### config.mk
export PLATFORM = sky130hd
export DESIGN_NAME = soft_i2c_slave
export DESIGN_NICKNAME = d
export VERILOG_FILES = /design/src/rtl/soft_i2c_pkg.sv /design/src/rtl/i2c_bus_sampler.sv /design/src/rtl/soft_i2c_slave.sv
export SDC_FILE = /design/constraint.sdc
export NUM_CORES = 1
export LEC_CHECK = 0
export BUFFER_PORTS_ARGS = -buffer_cell sky130_fd_sc_hd__buf_2
export CORE_MARGIN = 4
export CORE_UTILIZATION = 50
export CTS_CLUSTER_DIAMETER = 50
export CTS_CLUSTER_SIZE = 24
export DETAILED_ROUTE_END_ITERATION = 10
export PLACE_DENSITY = 0.69
export SYNTH_ARGS = -nofsm -noshare
export SYNTH_HDL_FRONTEND = slang
export SYNTH_HIERARCHICAL = 1
export SYNTH_SLANG_ARGS = --single-unit
export TNS_END_PERCENT = 20
### constraint.sdc
create_clock -name clk_i -period 2.1 [get_ports clk_i]
set_input_delay 0.42 -clock clk_i [delete_from_list [all_inputs] [get_ports clk_i]]
set_output_delay 0.42 -clock clk_i [all_outputs]
set_load 0.005 [all_outputs]
### src/rtl/soft_i2c_pkg.sv
// Shared encodings for the soft I2C target: FSM states, ACK/NACK levels, default address.
package soft_i2c_pkg;

    typedef enum logic [3:0] {
        ST_IDLE      = 4'd0,
        ST_ADDR      = 4'd1,
        ST_ADDR_ACK  = 4'd2,
        ST_PTR       = 4'd3,
        ST_PTR_ACK   = 4'd4,
        ST_WDATA     = 4'd5,
        ST_WDATA_ACK = 4'd6,
        ST_RDATA     = 4'd7,
        ST_RDATA_ACK = 4'd8,
        ST_IGNORE    = 4'd9
    } slv_state_e;

    localparam logic       I2C_ACK            = 1'b0;
    localparam logic       I2C_NACK           = 1'b1;
    localparam logic [6:0] DEFAULT_SLAVE_ADDR = 7'h66;
    localparam logic [2:0] BIT_MSB            = 3'd7;

    function automatic logic addr_match(input logic [7:0] addr_byte, input logic [6:0] dev_addr);
        return (addr_byte[7:1] == dev_addr);
    endfunction

endpackage

### src/rtl/i2c_bus_sampler.sv
// SCL/SDA synchronizers, optional 3-sample deglitch (`define SOFT_I2C_SLAVE_GLITCH_FILTER_EN),
// and registered edge / START / STOP detection.
module i2c_bus_sampler #(
    parameter int SYNC_STAGES = 2
) (
    input  logic clk_i,
    input  logic rst_ni,
    input  logic scl_i,
    input  logic sda_i,
    output logic scl_lvl_o,
    output logic sda_lvl_o,
    output logic scl_rise_o,
    output logic scl_fall_o,
    output logic start_o,
    output logic stop_o
);

    logic [SYNC_STAGES-1:0] scl_sync_q;
    logic [SYNC_STAGES-1:0] sda_sync_q;
    logic                   scl_raw_s;
    logic                   sda_raw_s;
    logic                   scl_lvl_s;
    logic                   sda_lvl_s;
    logic                   scl_prev_q;
    logic                   sda_prev_q;
    logic                   scl_rise_q;
    logic                   scl_fall_q;
    logic                   start_q;
    logic                   stop_q;
    logic                   scl_q;
    logic                   sda_q;

    // Idle bus level is high, so synchronizers reset to 1 to avoid a false event.
    always_ff @(posedge clk_i or negedge rst_ni) begin
        if (!rst_ni) begin
            scl_sync_q <= '1;
            sda_sync_q <= '1;
        end else begin
            scl_sync_q <= {scl_sync_q[SYNC_STAGES-2:0], scl_i};
            sda_sync_q <= {sda_sync_q[SYNC_STAGES-2:0], sda_i};
        end
    end

    assign scl_raw_s = scl_sync_q[SYNC_STAGES-1];
    assign sda_raw_s = sda_sync_q[SYNC_STAGES-1];

`ifdef SOFT_I2C_SLAVE_GLITCH_FILTER_EN
    logic [1:0] scl_hist_q;
    logic [1:0] sda_hist_q;
    logic       scl_filt_q;
    logic       sda_filt_q;

    // Filtered level follows the input only when the current and two previous samples agree.
    always_ff @(posedge clk_i or negedge rst_ni) begin
        if (!rst_ni) begin
            scl_hist_q <= 2'b11;
            sda_hist_q <= 2'b11;
            scl_filt_q <= 1'b1;
            sda_filt_q <= 1'b1;
        end else begin
            scl_hist_q <= {scl_hist_q[0], scl_raw_s};
            sda_hist_q <= {sda_hist_q[0], sda_raw_s};
            scl_filt_q <= scl_lvl_s;
            sda_filt_q <= sda_lvl_s;
        end
    end

    assign scl_lvl_s = (scl_hist_q == {2{scl_raw_s}}) ? scl_raw_s : scl_filt_q;
    assign sda_lvl_s = (sda_hist_q == {2{sda_raw_s}}) ? sda_raw_s : sda_filt_q;
`else
    assign scl_lvl_s = scl_raw_s;
    assign sda_lvl_s = sda_raw_s;
`endif

    // Edge and bus-condition detection against one registered copy of each line.
    always_ff @(posedge clk_i or negedge rst_ni) begin
        if (!rst_ni) begin
            scl_prev_q <= 1'b1;
            sda_prev_q <= 1'b1;
            scl_rise_q <= 1'b0;
            scl_fall_q <= 1'b0;
            start_q    <= 1'b0;
            stop_q     <= 1'b0;
            scl_q      <= 1'b1;
            sda_q      <= 1'b1;
        end else begin
            scl_prev_q <= scl_lvl_s;
            sda_prev_q <= sda_lvl_s;
            scl_rise_q <= scl_lvl_s & ~scl_prev_q;
            scl_fall_q <= ~scl_lvl_s & scl_prev_q;
            start_q    <= scl_lvl_s & scl_prev_q & sda_prev_q & ~sda_lvl_s;
            stop_q     <= scl_lvl_s & scl_prev_q & ~sda_prev_q & sda_lvl_s;
            scl_q      <= scl_lvl_s;
            sda_q      <= sda_lvl_s;
        end
    end

    assign scl_lvl_o  = scl_q;
    assign sda_lvl_o  = sda_q;
    assign scl_rise_o = scl_rise_q;
    assign scl_fall_o = scl_fall_q;
    assign start_o    = start_q;
    assign stop_o     = stop_q;

endmodule

### src/rtl/soft_i2c_slave.sv
// I2C target serving a byte-wide register file: pointer write, then data write or read with
// auto-increment. Input deglitching is selected by `define SOFT_I2C_SLAVE_GLITCH_FILTER_EN.
module soft_i2c_slave
    import soft_i2c_pkg::*;
#(
    parameter logic [6:0] SLAVE_ADDR  = DEFAULT_SLAVE_ADDR,
    parameter int         NUM_REGS    = 16,
    parameter int         SYNC_STAGES = 2,
    localparam int        AW          = $clog2(NUM_REGS)
) (
    input  logic          clk_i,
    input  logic          rst_ni,
    input  logic          scl_i,
    input  logic          sda_i,
    output logic          sda_o,
    output logic          sda_oe_o,
    output logic          wr_strobe_o,
    output logic [AW-1:0] wr_addr_o,
    output logic [7:0]    wr_data_o,
    output logic          busy_o
);

    slv_state_e    state_q;
    logic [2:0]    bit_cnt_q;
    logic          byte_done_q;
    logic [7:0]    shift_q;
    logic          rw_q;
    logic          master_ack_q;
    logic [AW-1:0] ptr_q;
    logic [7:0]    regs_q [NUM_REGS];
    logic          sda_oe_q;
    logic          busy_q;
    logic          wr_strobe_q;
    logic [AW-1:0] wr_addr_q;
    logic [7:0]    wr_data_q;

    logic          scl_lvl_s;
    logic          sda_lvl_s;
    logic          scl_rise_s;
    logic          scl_fall_s;
    logic          start_s;
    logic          stop_s;
    logic [AW-1:0] ptr_inc_s;
    logic [7:0]    rd_byte_s;

    i2c_bus_sampler #(
        .SYNC_STAGES (SYNC_STAGES)
    ) u_sampler (
        .clk_i      (clk_i),
        .rst_ni     (rst_ni),
        .scl_i      (scl_i),
        .sda_i      (sda_i),
        .scl_lvl_o  (scl_lvl_s),
        .sda_lvl_o  (sda_lvl_s),
        .scl_rise_o (scl_rise_s),
        .scl_fall_o (scl_fall_s),
        .start_o    (start_s),
        .stop_o     (stop_s)
    );

    assign ptr_inc_s = ptr_q + AW'(1'b1);
    assign rd_byte_s = regs_q[ptr_q];

    // Protocol FSM: bits sampled on SCL rise, SDA only changed on SCL fall; START/STOP win.
    always_ff @(posedge clk_i or negedge rst_ni) begin
        if (!rst_ni) begin
            state_q      <= ST_IDLE;
            bit_cnt_q    <= BIT_MSB;
            byte_done_q  <= 1'b0;
            shift_q      <= 8'h00;
            rw_q         <= 1'b0;
            master_ack_q <= I2C_NACK;
            ptr_q        <= '0;
            sda_oe_q     <= 1'b0;
            busy_q       <= 1'b0;
            wr_strobe_q  <= 1'b0;
            wr_addr_q    <= '0;
            wr_data_q    <= 8'h00;
            for (int i = 0; i < NUM_REGS; i++) begin
                regs_q[i] <= 8'h00;
            end
        end else begin
            wr_strobe_q <= 1'b0;
            if (stop_s) begin
                state_q  <= ST_IDLE;
                sda_oe_q <= 1'b0;
                busy_q   <= 1'b0;
            end else if (start_s) begin
                state_q     <= ST_ADDR;
                bit_cnt_q   <= BIT_MSB;
                byte_done_q <= 1'b0;
                sda_oe_q    <= 1'b0;
                busy_q      <= 1'b0;
            end else if (scl_rise_s && scl_lvl_s) begin
                case (state_q)
                    ST_ADDR, ST_PTR, ST_WDATA: begin
                        shift_q     <= {shift_q[6:0], sda_lvl_s};
                        byte_done_q <= (bit_cnt_q == 3'd0);
                        bit_cnt_q   <= bit_cnt_q - 3'd1;
                    end
                    ST_RDATA: begin
                        byte_done_q <= (bit_cnt_q == 3'd0);
                        bit_cnt_q   <= bit_cnt_q - 3'd1;
                    end
                    ST_RDATA_ACK: begin
                        master_ack_q <= sda_lvl_s;
                        if (sda_lvl_s == I2C_ACK) begin
                            ptr_q <= ptr_inc_s;
                        end
                    end
                    default: begin
                    end
                endcase
            end else if (scl_fall_s) begin
                case (state_q)
                    ST_ADDR: begin
                        if (byte_done_q) begin
                            byte_done_q <= 1'b0;
                            bit_cnt_q   <= BIT_MSB;
                            if (addr_match(shift_q, SLAVE_ADDR)) begin
                                rw_q     <= shift_q[0];
                                sda_oe_q <= 1'b1;
                                busy_q   <= 1'b1;
                                state_q  <= ST_ADDR_ACK;
                            end else begin
                                sda_oe_q <= 1'b0;
                                state_q  <= ST_IGNORE;
                            end
                        end
                    end
                    ST_ADDR_ACK: begin
                        bit_cnt_q   <= BIT_MSB;
                        byte_done_q <= 1'b0;
                        if (rw_q) begin
                            shift_q  <= rd_byte_s;
                            sda_oe_q <= ~rd_byte_s[7];
                            state_q  <= ST_RDATA;
                        end else begin
                            sda_oe_q <= 1'b0;
                            state_q  <= ST_PTR;
                        end
                    end
                    ST_PTR: begin
                        if (byte_done_q) begin
                            byte_done_q <= 1'b0;
                            bit_cnt_q   <= BIT_MSB;
                            ptr_q       <= shift_q[AW-1:0];
                            sda_oe_q    <= 1'b1;
                            state_q     <= ST_PTR_ACK;
                        end
                    end
                    ST_WDATA: begin
                        if (byte_done_q) begin
                            byte_done_q   <= 1'b0;
                            bit_cnt_q     <= BIT_MSB;
                            regs_q[ptr_q] <= shift_q;
                            wr_strobe_q   <= 1'b1;
                            wr_addr_q     <= ptr_q;
                            wr_data_q     <= shift_q;
                            ptr_q         <= ptr_inc_s;
                            sda_oe_q      <= 1'b1;
                            state_q       <= ST_WDATA_ACK;
                        end
                    end
                    ST_PTR_ACK, ST_WDATA_ACK: begin
                        sda_oe_q <= 1'b0;
                        state_q  <= ST_WDATA;
                    end
                    ST_RDATA: begin
                        if (byte_done_q) begin
                            byte_done_q  <= 1'b0;
                            sda_oe_q     <= 1'b0;
                            master_ack_q <= I2C_NACK;
                            state_q      <= ST_RDATA_ACK;
                        end else begin
                            shift_q  <= {shift_q[6:0], 1'b0};
                            sda_oe_q <= ~shift_q[6];
                        end
                    end
                    ST_RDATA_ACK: begin
                        // Pointer was already advanced on the ACK rise, so this loads the next byte.
                        if (master_ack_q == I2C_ACK) begin
                            bit_cnt_q <= BIT_MSB;
                            shift_q   <= rd_byte_s;
                            sda_oe_q  <= ~rd_byte_s[7];
                            state_q   <= ST_RDATA;
                        end else begin
                            sda_oe_q <= 1'b0;
                            state_q  <= ST_IGNORE;
                        end
                    end
                    default: begin
                    end
                endcase
            end
        end
    end

    assign sda_o       = 1'b0;
    assign sda_oe_o    = sda_oe_q;
    assign wr_strobe_o = wr_strobe_q;
    assign wr_addr_o   = wr_addr_q;
    assign wr_data_o   = wr_data_q;
    assign busy_o      = busy_q;

endmodule

==> impl_metrics.py <==
metrics = {
    "critical_path": {
        "timing.rr.start": "ptr_q[0]$_DFFE_PN0P_",
        "path_cells": "buf_12 -> mux4_2 -> mux2i_1 -> mux2i_1 -> or4_1 -> a21oi_2",
        "end_kind": "flop",
        "critPathMaxStageDelay_ps": 490,
        "critPathArrivalTime_ps": 2400,
        "cp_common_cell": "mux2i_1",
        "crit_slowest_cell": "mux4_2",
        "cp_max_fo": 6,
        "crit_buf_inv": 1,
        "startpoint": "ptr_q[0]$_DFFE_PN0P_",
        "cp_top_family": "multiplexers",
        "start_kind": "flop",
        "path_class": "reg -> reg",
        "required_ps": 2450,
    },
    "power_and_ir_drop": {
        "p_leak_uw": 0.00466,
        "power.total_uw": 9100,
        "power_density_nw_per_um2": 927,
        "ir_drop_mv": 0.748,
    },
    "layout": {
        "fin_util": 0.592,
        "layout_commonest_cell": "dfrtp_1",
        "areaGrowthSynthToFinish_pct": 15.8,
        "final_nets": 694,
        "layout-drive-gt1-share": 0.443,
        "most-common-layout-cells": "dfrtp_1, mux2_2, buf_4, nand2_1, mux2i_1",
        "design_area_um2": 9810,
    },
    "hold_path": {
        "worstHoldStart": "scl_i",
        "hold_class": "in -> reg",
    },
    "clock_tree": {
        "root_buffer": "clkbuf_16",
        "clk_latency_ps": 430,
        "clock_path_buffers": 2,
        "clock-sinks": 175,
        "cts_buffers": 17,
        "cts_max_level": 4,
        "cts_tree": "yes",
        "cts.clk_slew.worst_paths_ps": 70,
    },
    "timing": {
        "maxSlewHeadroom": 0.430,
        "finClkSkew_ps": 9.33,
        "finalCriticalPeriod_ps": 2050,
        "finalWorstSetupSlack_ps": 46.5,
        "rsz0062_at_grt": "true",
        "timing.final.crit_share": 0.978,
        "max_freq_mhz": 487,
        "worstMarginPinSlew_ps": 855,
        "setup_viol": 0,
        "slew_violations": 0,
        "hold_viol_final": 0,
    },
    "placed_design": {
        "place_ws_ps": -45.0,
        "dpl-instance-area_um2": 9090,
        "dp_hpwl_mm": 13.7,
        "gp_congestion": 0.849,
        "io_buffers": 18,
    },
    "drt": {
        "viasPerCell": 6.04,
        "wl_per_cell_um": 22.1,
        "first_pass_iters": 5,
        "final_antenna_net_count": 0,
        "drt_iter0_drc": 415,
        "routed_wl_mm": 20.3,
        "drcViolationCount": 0,
        "vias": 5549,
    },
    "synthesis": {
        "synth_area_per_cell_um2": 13.3,
        "yosysWarnings": 6,
        "synthAdderAreaFrac": 0.00886,
        "synth_top_family_by_area": "multiplexers",
        "synthMuxAreaShare": 0.291,
        "synth-seq-cells": 175,
        "synth_compound_area_frac": 0.0692,
        "synth_cells": 639,
        "netlist_top_cells_area": "dfrtp_1, mux2_2, mux4_2, dfstp_2, mux2i_1",
        "synth_nets": 649,
        "yosysSeqAreaShare": 0.518,
        "synthFlopType": "dfrtp_1",
        "synth_top_area_cell": "dfrtp_1",
        "ys_async_sr_fraction": 1.00,
        "yosysTopAreaCellShare": 0.487,
        "synthXorXnorAreaFrac": 0.00207,
        "syn_area_um2": 8470,
        "synthSimpleGateAreaFrac": 0.0790,
        "ys_types": 60,
        "synth_edf_count": 0,
    },
    "global_routing": {
        "grt_pass1_vias": 5826,
        "track_usage": 0.221,
        "grt_max_degree": 62,
        "grt_pass1_wl_mm": 33.2,
        "grt_antenna_before_repair": 1,
        "overflow": 0,
    },
    "floorplanning": {
        "die_h_um": 138,
        "die-width_um": 138,
        "num_rows": 47,
        "fp.coreArea_um2": 16600,
        "dieArea_um2": 19100,
        "io_pins": 20,
        "start_util": 0.511,
    },
    "run": {
        "drv_cap": 0,
    },
    "outcome": {
        "run_status": "finished clean",
    },
}
[worst paths after layout]
path                                                endpoint  slack (ps)  cells after the start
min in group asynchronous             state_q[0]$_DFFE_PN0P_         440                      2
hold reg to reg            u_sampler/sda_sync_q[1]$_DFF_PN1_         360                      0
setup reg to reg                        sda_oe_o$_DFFE_PN0P_          50                      6
setup / recovery                        sda_oe_o$_DFFE_PN0P_          50                      6
max in group asynchronous             regs_q[66]$_DFFE_PN0P_         980                      3
hold / removal             u_sampler/scl_sync_q[0]$_DFF_PN1_          80                      1
[cell type report]
class | count | area [um^2]
Antenna cell | 1 | 2.50
Clock buffer | 19 | 453
Clock inverter | 13 | 206
Fill cell | 1300 | 6770
Inverter | 8 | 30.0
Multi-Input combinational cell | 406 | 3840
Sequential cell | 175 | 4390
Tap cell | 220 | 275
Timing Repair Buffer | 76 | 613
[flip-flops by register name, indices dropped and copies added (netlist names), 2 cells and up]
| signal | cells |
|---|---|
| bit_cnt_q | 3 |
| ptr_q | 4 |
| regs_q | 128 |
| shift_q | 8 |
| state_q | 4 |
| u_sampler/scl_sync_q | 2 |
| u_sampler/sda_sync_q | 2 |
| wr_addr_o | 4 |
| wr_data_o | 8 |
[through the flow]
step	hold slack, ps	setup TNS, ps	instances
3_5_place_dp	323	-45.0	880
2_1_floorplan	124	0	639
5_1_grt	76.2	-226	918
3_3_place_gp	320	-21.9	880
4_1_cts	72.4	0	917
6_report	84.3	0	918
[cells by family (layout without fill, tap and decap cells)]
group / after synthesis / in the layout
AO/OA/AOI/OAI: 89 / 89
XOR/XNOR: 2 / 2
multiplexers: 200 / 200
AND/OR/NAND/NOR: 108 / 108
adder cells (fa/ha/maj): 6 / 6
buffers and inverters: 58 / 116
other: 1 / 2
flip-flops: 175 / 175
[Yosys cell counts (all sizes together) (5+ instances only)]
cell type	instances
a21oi	16
a221oi	5
buf	17
clkbuf	33
dfrtp	165
dfstp	10
ha	6
inv	8
mux2	155
mux2i	25
mux4	20
nand2	25
nand2b	6
nand3	24
nor2	12
nor2b	7
nor3	7
o211ai	5
o21ai	20
o22ai	13
o31ai	6
[routing by layer]
metal	wire length [um]	GRT usage
met1	8970	0.303
met2	10000	0.359
met3	1020	0.0552
met4	271	0.0504
met5	0	0
[timing repair]
action | 4_1_cts | 5_1_grt
endpoints found under the setup margin | 1 | 18
buffers inserted | 4 | 0
endpoints found under the hold margin | 19 | 0
gates resized for setup | 1 | 6
hold buffers | 1 | 0
[where the power goes]
| group | internal, uW | switching (uW) | leakage [uW] |
|---|---|---|---|
| Combinational | 724 | 1130 | 0.00194 |
| Clock | 2180 | 1310 | 0.000320 |
| Sequential | 3540 | 212 | 0.00240 |
| Total | 6450 | 2650 | 0.00466 |
Note: power is estimated with default switching activity, not from simulation.
